--- config.mk ---
export PLATFORM = sky130hd
export DESIGN_NAME = nrs_scheduler_rx_flat
export DESIGN_NICKNAME = d
export VERILOG_FILES = /design/src/rtl/nrs_scheduler_rx_pkg.sv /design/src/rtl/nrs_scheduler_rx_if.sv /design/src/rtl/nrs_scheduler_rx_sf_counter.sv /design/src/rtl/nrs_scheduler_rx.sv /design/src/flat_wrapper.sv
export SDC_FILE = /design/constraint.sdc
export NUM_CORES = 1
export LEC_CHECK = 0
export CAP_MARGIN = 20
export CORE_MARGIN = 2
export CORE_UTILIZATION = 30
export CTS_CLUSTER_SIZE = 8
export DETAILED_ROUTE_END_ITERATION = 6
export DONT_BUFFER_PORTS = 1
export MAX_ROUTING_LAYER = met4
export PLACE_DENSITY = 0.46
export SYNTH_ARGS = -nofsm -noshare
export SYNTH_HDL_FRONTEND = slang
export SYNTH_HIERARCHICAL = 1
export SYNTH_SLANG_ARGS = --single-unit
export TNS_END_PERCENT = 30
--- constraint.sdc ---
create_clock -name clk -period 1.77 [get_ports clk]
set_input_delay 0.2655 -clock clk [delete_from_list [all_inputs] [get_ports clk]]
set_output_delay 0.2655 -clock clk [all_outputs]
set_load 0.02 [all_outputs]
--- src/rtl/nrs_scheduler_rx_pkg.sv ---
// Shared constants for the NRS receive scheduler: FSM encoding, NRS symbol indices, sync subframes.
// Latency: n/a (declarations only).
// Backpressure: n/a.
package nrs_sched_pkg;

  // FSM state encoding (legacy-compatible plain constants)
  localparam logic [2:0] ST_IDLE     = 3'd0;
  localparam logic [2:0] ST_CHECK    = 3'd1;
  localparam logic [2:0] ST_START    = 3'd2;
  localparam logic [2:0] ST_RUN      = 3'd3;
  localparam logic [2:0] ST_WAIT_EST = 3'd4;

  // NRS occupies the last two OFDM symbols of each slot
  localparam logic [2:0] NRS_L_FIRST  = 3'd5;
  localparam logic [2:0] NRS_L_SECOND = 3'd6;

  // Default subframes carrying the narrowband sync signals
  localparam int NPSS_SF_DEF = 5;
  localparam int NSSS_SF_DEF = 9;

  // Slot number of a run: two slots per subframe, second half of the runs uses the odd slot
  function automatic logic [4:0] nrs_slot(input logic [3:0] sf, input logic odd_slot);
    return {sf, odd_slot};
  endfunction

endpackage

--- src/rtl/nrs_scheduler_rx_if.sv ---
// Bundle of the scheduler's strobes, run descriptor and status toward timing, generator and estimator.
// Latency: n/a (wiring only).
// Backpressure: none on the bus itself; est_ack is the estimator's release of the NRS buffer.
interface nrs_scheduler_rx_if;
  logic       sf_tick;
  logic       frame_start;
  logic       gen_start;
  logic [4:0] run_ns;
  logic [2:0] run_l;
  logic       first_run;
  logic       last_run;
  logic       gen_run_done;
  logic       sf_ready;
  logic       est_ack;
  logic [3:0] sf_idx;
  logic       overrun;

  // Scheduler side
  modport master (
    input  sf_tick, frame_start, gen_run_done, est_ack,
    output gen_start, run_ns, run_l, first_run, last_run, sf_ready, sf_idx, overrun
  );

  // Environment side (timing, generator, estimator)
  modport slave (
    output sf_tick, frame_start, gen_run_done, est_ack,
    input  gen_start, run_ns, run_l, first_run, last_run, sf_ready, sf_idx, overrun
  );
endinterface

--- src/rtl/nrs_scheduler_rx_sf_counter.sv ---
// Tracks subframe index and radio-frame parity from the subframe strobe.
// Latency: sf_idx/odd_frame update on the clock edge that samples sf_tick.
// Backpressure: none; every sf_tick is counted regardless of scheduler state.
module nrs_sf_counter
  import nrs_sched_pkg::*;
#(
  parameter int SF_PER_FRAME = 10
) (
  input  logic       clk,
  input  logic       rst,
  input  logic       sf_tick,
  input  logic       frame_start,
  output logic [3:0] sf_idx,
  output logic       odd_frame
);

  localparam logic [3:0] SF_LAST = 4'(SF_PER_FRAME - 1);

  // Advance on every tick; frame_start realigns to subframe 0 of an even frame
  always_ff @(posedge clk or posedge rst) begin
    if (rst) begin
      sf_idx    <= 4'd0;
      odd_frame <= 1'b0;
    end else if (sf_tick) begin
      if (frame_start) begin
        sf_idx    <= 4'd0;
        odd_frame <= 1'b0;
      end else if (sf_idx == SF_LAST) begin
        sf_idx    <= 4'd0;
        odd_frame <= ~odd_frame;
      end else begin
        sf_idx    <= sf_idx + 4'd1;
      end
    end
  end

endmodule

--- src/rtl/nrs_scheduler_rx.sv ---
// Schedules NRS generator runs per subframe and hands the filled buffer to the estimator.
// Latency: sf_tick at T -> gen_start at T+2; sf_ready the cycle after the last gen_run_done.
// Backpressure: estimator holds the buffer until est_ack; ticks arriving while busy set sticky overrun.
// Build option: NRS_SCHED_SKIP_SYNC_EN skips NPSS subframes and NSSS subframes of even frames.
module nrs_scheduler_rx
  import nrs_sched_pkg::*;
#(
  parameter int SF_PER_FRAME = 10,
  parameter int RUNS_PER_SF  = 4,
  parameter int NPSS_SF      = NPSS_SF_DEF,
  parameter int NSSS_SF      = NSSS_SF_DEF
) (
  input  logic               clk,
  input  logic               rst,
  nrs_scheduler_rx_if.master bus
);

`ifdef NRS_SCHED_SKIP_SYNC_EN
  localparam bit SKIP_EN = 1'b1;
`else
  localparam bit SKIP_EN = 1'b0;
`endif

  // Counter must be at least 2 bits: bit 1 selects the slot, bit 0 the symbol
  localparam int             CW       = (RUNS_PER_SF > 4) ? $clog2(RUNS_PER_SF) : 2;
  localparam logic [CW-1:0]  LAST_RUN = CW'(RUNS_PER_SF - 1);

  logic [2:0]    state, state_nx;
  logic [CW-1:0] run_cnt;
  logic [3:0]    cur_sf;
  logic [3:0]    sf_idx;
  logic          odd_frame;
  logic          overrun_q;
  logic          sched_skip;
  logic          run_active;

  nrs_sf_counter #(
    .SF_PER_FRAME (SF_PER_FRAME)
  ) u_sf_counter (
    .clk         (clk),
    .rst         (rst),
    .sf_tick     (bus.sf_tick),
    .frame_start (bus.frame_start),
    .sf_idx      (sf_idx),
    .odd_frame   (odd_frame)
  );

  assign sched_skip = SKIP_EN && ((sf_idx == 4'(NPSS_SF)) ||
                                  ((sf_idx == 4'(NSSS_SF)) && !odd_frame));

  // Next-state decision for the per-subframe FSM
  always_comb begin
    state_nx = state;
    case (state)
      ST_IDLE:     if (bus.sf_tick) state_nx = ST_CHECK;
      ST_CHECK:    state_nx = sched_skip ? ST_IDLE : ST_START;
      ST_START:    state_nx = ST_RUN;
      ST_RUN:      if (bus.gen_run_done && (run_cnt == LAST_RUN)) state_nx = ST_WAIT_EST;
      ST_WAIT_EST: if (bus.est_ack) state_nx = bus.sf_tick ? ST_CHECK : ST_IDLE;
      default:     state_nx = ST_IDLE;
    endcase
  end

  // State register
  always_ff @(posedge clk or posedge rst) begin
    if (rst) state <= ST_IDLE;
    else     state <= state_nx;
  end

  // Run counter: zero through CHECK/START, counts completed runs while in RUN
  always_ff @(posedge clk or posedge rst) begin
    if (rst) begin
      run_cnt <= '0;
    end else if ((state == ST_CHECK) || (state == ST_START)) begin
      run_cnt <= '0;
    end else if ((state == ST_RUN) && bus.gen_run_done && (run_cnt != LAST_RUN)) begin
      run_cnt <= run_cnt + CW'(1);
    end
  end

  // Latch the scheduled subframe so a late tick advancing sf_idx cannot disturb run_ns
  always_ff @(posedge clk or posedge rst) begin
    if (rst)                    cur_sf <= 4'd0;
    else if (state == ST_CHECK) cur_sf <= sf_idx;
  end

  // Sticky overrun: a tick the FSM cannot accept; only the est_ack+tick handoff is legal
  always_ff @(posedge clk or posedge rst) begin
    if (rst) begin
      overrun_q <= 1'b0;
    end else if (bus.sf_tick && (state != ST_IDLE) &&
                 !((state == ST_WAIT_EST) && bus.est_ack)) begin
      overrun_q <= 1'b1;
    end
  end

  assign run_active    = (state == ST_START) || (state == ST_RUN);
  assign bus.gen_start = (state == ST_START);
  assign bus.run_ns    = run_active ? nrs_slot(cur_sf, run_cnt[1]) : 5'd0;
  assign bus.run_l     = run_active ? (run_cnt[0] ? NRS_L_SECOND : NRS_L_FIRST) : 3'd0;
  assign bus.first_run = run_active && (run_cnt == '0);
  assign bus.last_run  = run_active && (run_cnt == LAST_RUN);
  assign bus.sf_ready  = (state == ST_WAIT_EST);
  assign bus.sf_idx    = sf_idx;
  assign bus.overrun   = overrun_q;

endmodule

--- src/flat_wrapper.sv ---
// flat-port wrapper written by rule: the top's interface ports become plain ports
module nrs_scheduler_rx_flat import nrs_sched_pkg::*;
#(
  parameter int SF_PER_FRAME = 10,
  parameter int RUNS_PER_SF  = 4,
  parameter int NPSS_SF      = NPSS_SF_DEF,
  parameter int NSSS_SF      = NSSS_SF_DEF
)
  (clk, rst, bus_sf_tick, bus_frame_start, bus_gen_run_done, bus_est_ack, bus_gen_start, bus_run_ns, bus_run_l, bus_first_run, bus_last_run, bus_sf_ready, bus_sf_idx, bus_overrun);
  nrs_scheduler_rx_if bus_i ();
  input  logic clk;
  input  logic rst;
  input wire logic [$bits(bus_i.sf_tick)-1:0] bus_sf_tick;
  input wire logic [$bits(bus_i.frame_start)-1:0] bus_frame_start;
  input wire logic [$bits(bus_i.gen_run_done)-1:0] bus_gen_run_done;
  input wire logic [$bits(bus_i.est_ack)-1:0] bus_est_ack;
  output wire logic [$bits(bus_i.gen_start)-1:0] bus_gen_start;
  output wire logic [$bits(bus_i.run_ns)-1:0] bus_run_ns;
  output wire logic [$bits(bus_i.run_l)-1:0] bus_run_l;
  output wire logic [$bits(bus_i.first_run)-1:0] bus_first_run;
  output wire logic [$bits(bus_i.last_run)-1:0] bus_last_run;
  output wire logic [$bits(bus_i.sf_ready)-1:0] bus_sf_ready;
  output wire logic [$bits(bus_i.sf_idx)-1:0] bus_sf_idx;
  output wire logic [$bits(bus_i.overrun)-1:0] bus_overrun;
  assign bus_i.sf_tick = bus_sf_tick;
  assign bus_i.frame_start = bus_frame_start;
  assign bus_i.gen_run_done = bus_gen_run_done;
  assign bus_i.est_ack = bus_est_ack;
  assign bus_gen_start = bus_i.gen_start;
  assign bus_run_ns = bus_i.run_ns;
  assign bus_run_l = bus_i.run_l;
  assign bus_first_run = bus_i.first_run;
  assign bus_last_run = bus_i.last_run;
  assign bus_sf_ready = bus_i.sf_ready;
  assign bus_sf_idx = bus_i.sf_idx;
  assign bus_overrun = bus_i.overrun;
  nrs_scheduler_rx #(.SF_PER_FRAME(SF_PER_FRAME), .RUNS_PER_SF(RUNS_PER_SF), .NPSS_SF(NPSS_SF), .NSSS_SF(NSSS_SF)) u_core (.clk(clk), .rst(rst), .bus(bus_i));
endmodule
==> impl_metrics.py, run 1 <==
metrics = {
    "worst_setup_path": {
        "end_kind": "primary output",
        "required_ps": 1500,
        "reg2reg_depth": 4,
        "r2r-start": "u_core/u_sf_counter/sf_idx[0]",
        "crit_fanout": 9,
        "crit_type": "reg2out",
        "r2r_slack_ps": 370,
        "arrival_ps": 1390,
        "reg2reg_to": "u_core/u_sf_counter/sf_idx[1]",
        "worstSetupStartpointType": "register",
        "critPathLaunch": "u_core/state[2]",
    },
    "pwr": {
        "vdd_drop_max_mv": 0.518,
        "power_mw": 1.31,
        "p_per_area_nw_per_um2": 1520,
        "p_leak_nw": 0.393,
    },
    "synthesis": {
        "synth_nets": 87,
        "synthesis.area_um2": 779,
        "postSynthCellCount": 77,
        "yosys_warnings": 6,
        "synth.avg_cell_area_um2": 10.1,
    },
    "clock_tree": {
        "cts_num_sinks": 14,
        "tritoncts.num_buffers": 3,
        "tritoncts": "done",
        "insertion_delay_ps": 270,
        "htree_levels": 1,
        "cts.path.max_buffers": 2,
        "post_cts_buffers": 0,
        "path_clk_slew_ps": 80,
        "cts_root_buf": "clkbuf_4",
    },
    "drt": {
        "dr_total_vias": 516,
        "drc": 0,
        "wl_per_cell_um": 13.1,
        "drt_iter0_drc": 7,
        "drt_wl_total_um": 1460,
        "drtPass1Iterations": 3,
        "antenna_left": 0,
        "vias_per_cell": 4.65,
    },
    "floorplanning": {
        "die_w_um": 55.0,
        "core_area_um2": 2480,
        "ios": 23,
        "die-area_um2": 3020,
        "fp.dieH_um": 55.0,
        "start_util_pct": 31.5,
        "std_cell_rows": 18,
    },
    "placement": {
        "port-buffer-count": 0,
        "hpwl_um": 1150,
        "pre_cts_slack_ps": 298,
        "dp_cells": 107,
        "gp_congestion": 0.754,
    },
    "global_routing": {
        "antenna_found_initial": 0,
        "grt_pass1_vias": 473,
        "grt_first_pass_wirelength_um": 2250,
        "grt_max_degree": 11,
        "grt_util_all_layers_pct": 11.5,
        "grt-ovfl-total": 0,
    },
    "worst_hold_path": {
        "hold_depth": 1,
        "min_from": "bus_sf_tick",
        "min_to": "u_core/u_sf_counter/sf_idx[1]",
        "hp-class": "in2reg",
    },
    "timing": {
        "layout_min_cycle_time_ps": 1660,
        "fin_skew_ps": 1.14,
        "max_slew_margin_pct": 74.5,
        "setup-violations-final": 0,
        "timing.fmax_mhz": 604,
        "slew_violations": 0,
        "fin_crit_sh_pct": 93.6,
        "fin_tns_setup_ps": 0,
        "tightestPinTransition_ps": 381,
        "grt_setup_unrepaired": "false",
        "finalHoldViolCount": 0,
        "worst_slack_ps": 114,
    },
    "layout": {
        "areaGrowthSynthToFinish_pct": 10.6,
        "fin_nets": 93,
        "fillers": 266,
        "seqCellArea_um2": 350,
        "multi_input_area_um2": 402,
        "diodes": 0,
        "final_cells": 111,
        "drive_above_1_share_pct": 24.7,
    },
    "status": {
        "status": "finished clean",
    },
    "flow_run": {
        "cap_viol_max_count": 0,
    },
}
-- metal layers --
metal	routed length [um]	vias to the layer above	GRT usage, %	share of wire (%)
met1	705	234	14.5	48
met3	116	2	6.72	8.0
met2	623	14	15.9	43
met4	13	0	2.44	0.89
met5	0	-	-	0
li1	-	266	-	-
-- worst max-delay path: stages, from the launching register on --
cell and delay [ps]:
dfrtp_1 470, nand2b_2 290, inv_4 140, and2_2 220
-- worst max-delay path by stage --
stage	to	cells past startpoint
after floorplan	u_core/u_sf_counter/sf_idx[1]	5
after CTS	bus_run_ns[4]	3
after global placement	bus_first_run	3
after global routing	bus_run_ns[1]	3
after detailed placement	bus_run_ns[1]	3
final	bus_run_ns[1]	3
-- state kept, by name, summed over array words and instances (netlist names) --
name	cells
u_core/run_cnt	2
u_core/u_sf_counter/sf_idx	4
u_core/state	3
u_core/bus.overrun	1
u_core/cur_sf	4
-- cells in the final DEF (no fill, tap or decap), types with 3 or more instances in the layout --
master,n
and2_2,6
clkbuf_4,3
dfrtp_1,14
ha_1,4
inv_1,5
mux2_2,4
nand2_1,4
nor2_1,10
o21ai_0,5
-- stage by stage --
stage	cell area (um2)	util, %	hold WS [ps]
after floorplan	779	-	31.6
after global routing	862	34.8	41.1
after CTS	857	34.6	57.8
after detailed placement	820	33.1	52.4
after global placement	820	33.1	52.7
final	862	34.8	69.3
-- repair_timing --
item / in CTS / in global routing
hold buffers: 1 / 0
resized for setup: 4 / 3
endpoints found under the setup margin: 4 / 6
hold endpoints to repair: 14 / 0
-- power by group --
part	total, mW	internal, mW	switching, mW
clock network	0.168	0.0786	0.0896
registers	0.542	0.419	0.123
logic	0.596	0.221	0.374
-- cell type report --
cell class / count / share of cell area (%)
repair buffers: 3 / 2.90
well taps: 30 / 4.35
multi-input cells: 55 / 46.6
clock buffers: 3 / 2.61
flip-flops and latches: 14 / 40.6
inverters: 6 / 2.90
(Power assumes the default switching activity.)
==> inputs of run 2 (changes only) <==
--- a/config.mk
+++ b/config.mk
@@ -6,13 +6,15 @@
 export NUM_CORES = 1
 export LEC_CHECK = 0
 export CAP_MARGIN = 20
+export CELL_PAD_IN_SITES_DETAIL_PLACEMENT = 1
+export CELL_PAD_IN_SITES_GLOBAL_PLACEMENT = 1
 export CORE_MARGIN = 2
 export CORE_UTILIZATION = 30
 export CTS_CLUSTER_SIZE = 8
 export DETAILED_ROUTE_END_ITERATION = 6
 export DONT_BUFFER_PORTS = 1
 export MAX_ROUTING_LAYER = met4
-export PLACE_DENSITY = 0.46
+export PLACE_DENSITY = 0.56
 export SYNTH_ARGS = -nofsm -noshare
 export SYNTH_HDL_FRONTEND = slang
 export SYNTH_HIERARCHICAL = 1
==> impl_metrics.py, run 2 (synthesis results as in run 1) <==
metrics = {
    "clock_tree": {
        "insertion_delay_ps": 270,
        "cts.path.max_buffers": 2,
        "cts_num_sinks": 14,
        "tritoncts": "done",
        "cts_root_buf": "clkbuf_4",
        "path_clk_slew_ps": 90,
        "post_cts_buffers": 0,
        "htree_levels": 1,
        "tritoncts.num_buffers": 3,
    },
    "worst_hold_path": {
        "hold_depth": 1,
        "hp-class": "in2reg",
    },
    "layout": {
        "final_cell_mix": "dfrtp_1 (13), nor2_1 (10), and2_2 (6)",
        "diodes": 0,
        "drive_above_1_share_pct": 25.9,
        "areaGrowthSynthToFinish_pct": 11.6,
        "fillers": 296,
        "multi_input_area_um2": 402,
        "fin_nets": 92,
        "reg.largest.list": "u_core/cur_sf x4, u_core/u_sf_counter/sf_idx x4, u_core/state x3",
        "final_util_pct": 35.1,
        "final_common_cell": "dfrtp_1",
        "seqCellArea_um2": 352,
    },
    "timing": {
        "timing.fmax_mhz": 605,
        "slew_violations": 0,
        "fin_skew_ps": 4.38,
        "grt_setup_unrepaired": "false",
        "fin_tns_setup_ps": 0,
        "max_slew_margin_pct": 72.9,
        "setup-violations-final": 0,
        "tightestPinTransition_ps": 405,
        "fin_crit_sh_pct": 93.4,
        "layout_min_cycle_time_ps": 1650,
        "finalHoldViolCount": 0,
    },
    "drt": {
        "wl_per_cell_um": 13.7,
        "drt_wl_total_um": 1520,
        "drtPass1Iterations": 2,
        "vias_per_cell": 4.85,
        "dr_total_vias": 538,
        "drt_iter0_drc": 4,
        "drc": 0,
        "antenna_left": 0,
    },
    "global_routing": {
        "grt_util_all_layers_pct": 12.6,
        "grt_max_degree": 11,
        "grt_first_pass_wirelength_um": 2580,
        "grt_pass1_vias": 538,
        "grt-ovfl-total": 0,
        "antenna_found_initial": 0,
    },
    "worst_setup_path": {
        "crit_type": "reg2out",
        "reg2reg_depth": 4,
        "end_kind": "primary output",
        "crit_fanout": 9,
        "arrival_ps": 1390,
        "required_ps": 1500,
        "worstSetupStartpointType": "register",
    },
    "placement": {
        "port-buffer-count": 0,
        "gp_congestion": 0.728,
        "hpwl_um": 1220,
    },
    "floorplanning": {
        "die_w_um": 55.0,
        "std_cell_rows": 18,
        "core_area_um2": 2480,
        "start_util_pct": 31.5,
        "fp.dieH_um": 55.0,
        "ios": 23,
        "die-area_um2": 3020,
    },
    "flow_run": {
        "cap_viol_max_count": 0,
    },
    "pwr": {
        "p_per_area_nw_per_um2": 1580,
        "vdd_drop_max_mv": 0.708,
        "power_mw": 1.37,
        "p_leak_nw": 0.393,
    },
    "status": {
        "status": "finished clean",
    },
}
run 2: cell types whose count changed in the layout (fill, tap and decap cells not counted):
cell,delta
buf_4,-1
clkbuf_8,+1
dfrtp_1,-1
dfrtp_2,+1
run 2: what timing repair did:
action,4_1_cts,5_1_grt
resized for setup,6,2
hold buffers,1,0
endpoints found under the hold margin,14,0
endpoints found under the setup margin,6,6
run 2: worst paths after layout:
path	from	end	slack (ps)
max	u_core/state[2]	bus_run_l[0]	120
min	bus_sf_tick	u_core/u_sf_counter/sf_idx[1]	60
max reg2reg	u_core/u_sf_counter/sf_idx[0]	u_core/u_sf_counter/sf_idx[1]	360
min reg2reg	u_core/cur_sf[3]	u_core/cur_sf[3]	510
max in group asynchronous	rst	u_core/state[2]	1040
min in group asynchronous	rst	u_core/u_sf_counter/sf_idx[1]	350
run 2: critical path, stage by stage (launching register included):
cell and delay (ps):
dfrtp_2 480, nand2b_2 270, nor2_1 360
run 2: layout make-up:
type	count	area share (%)
clock buffers	4	4.17
inverters	6	2.88
multi-input cells	55	46.2
flip-flops and latches	14	40.4
well taps	30	4.32
repair buffers	2	2.01
run 2: report_power, final:
| group | leakage, nW | total, mW | internal (mW) | switching [mW] |
|---|---|---|---|---|
| combinational | 0.203 | 0.598 | 0.222 | 0.376 |
| sequential | 0.169 | 0.545 | 0.420 | 0.126 |
| clock | 0.0210 | 0.229 | 0.125 | 0.104 |
run 2: per-stage QoR:
step | std cells | setup slack, ps | hold slack, ps | cell area (um2)
final | 111 | 116 | 62.4 | 870
after global routing | 111 | 24.3 | 46.7 | 870
after CTS | 111 | 24.2 | 47.5 | 866
after detailed placement | 106 | 310 | 57.7 | 812
after global placement | 106 | 336 | 54.1 | 812
after floorplan | 77 | 431 | 31.6 | 779
run 2: per-layer routing:
layer  share of wire (%)  track usage [%]  vias up
li1                    -                -      265
met1                  48             16.1      255
met2                  45             18.1       16
met3                 5.9             4.03        2
met4                0.79             6.10        0
met5                   0                -        -
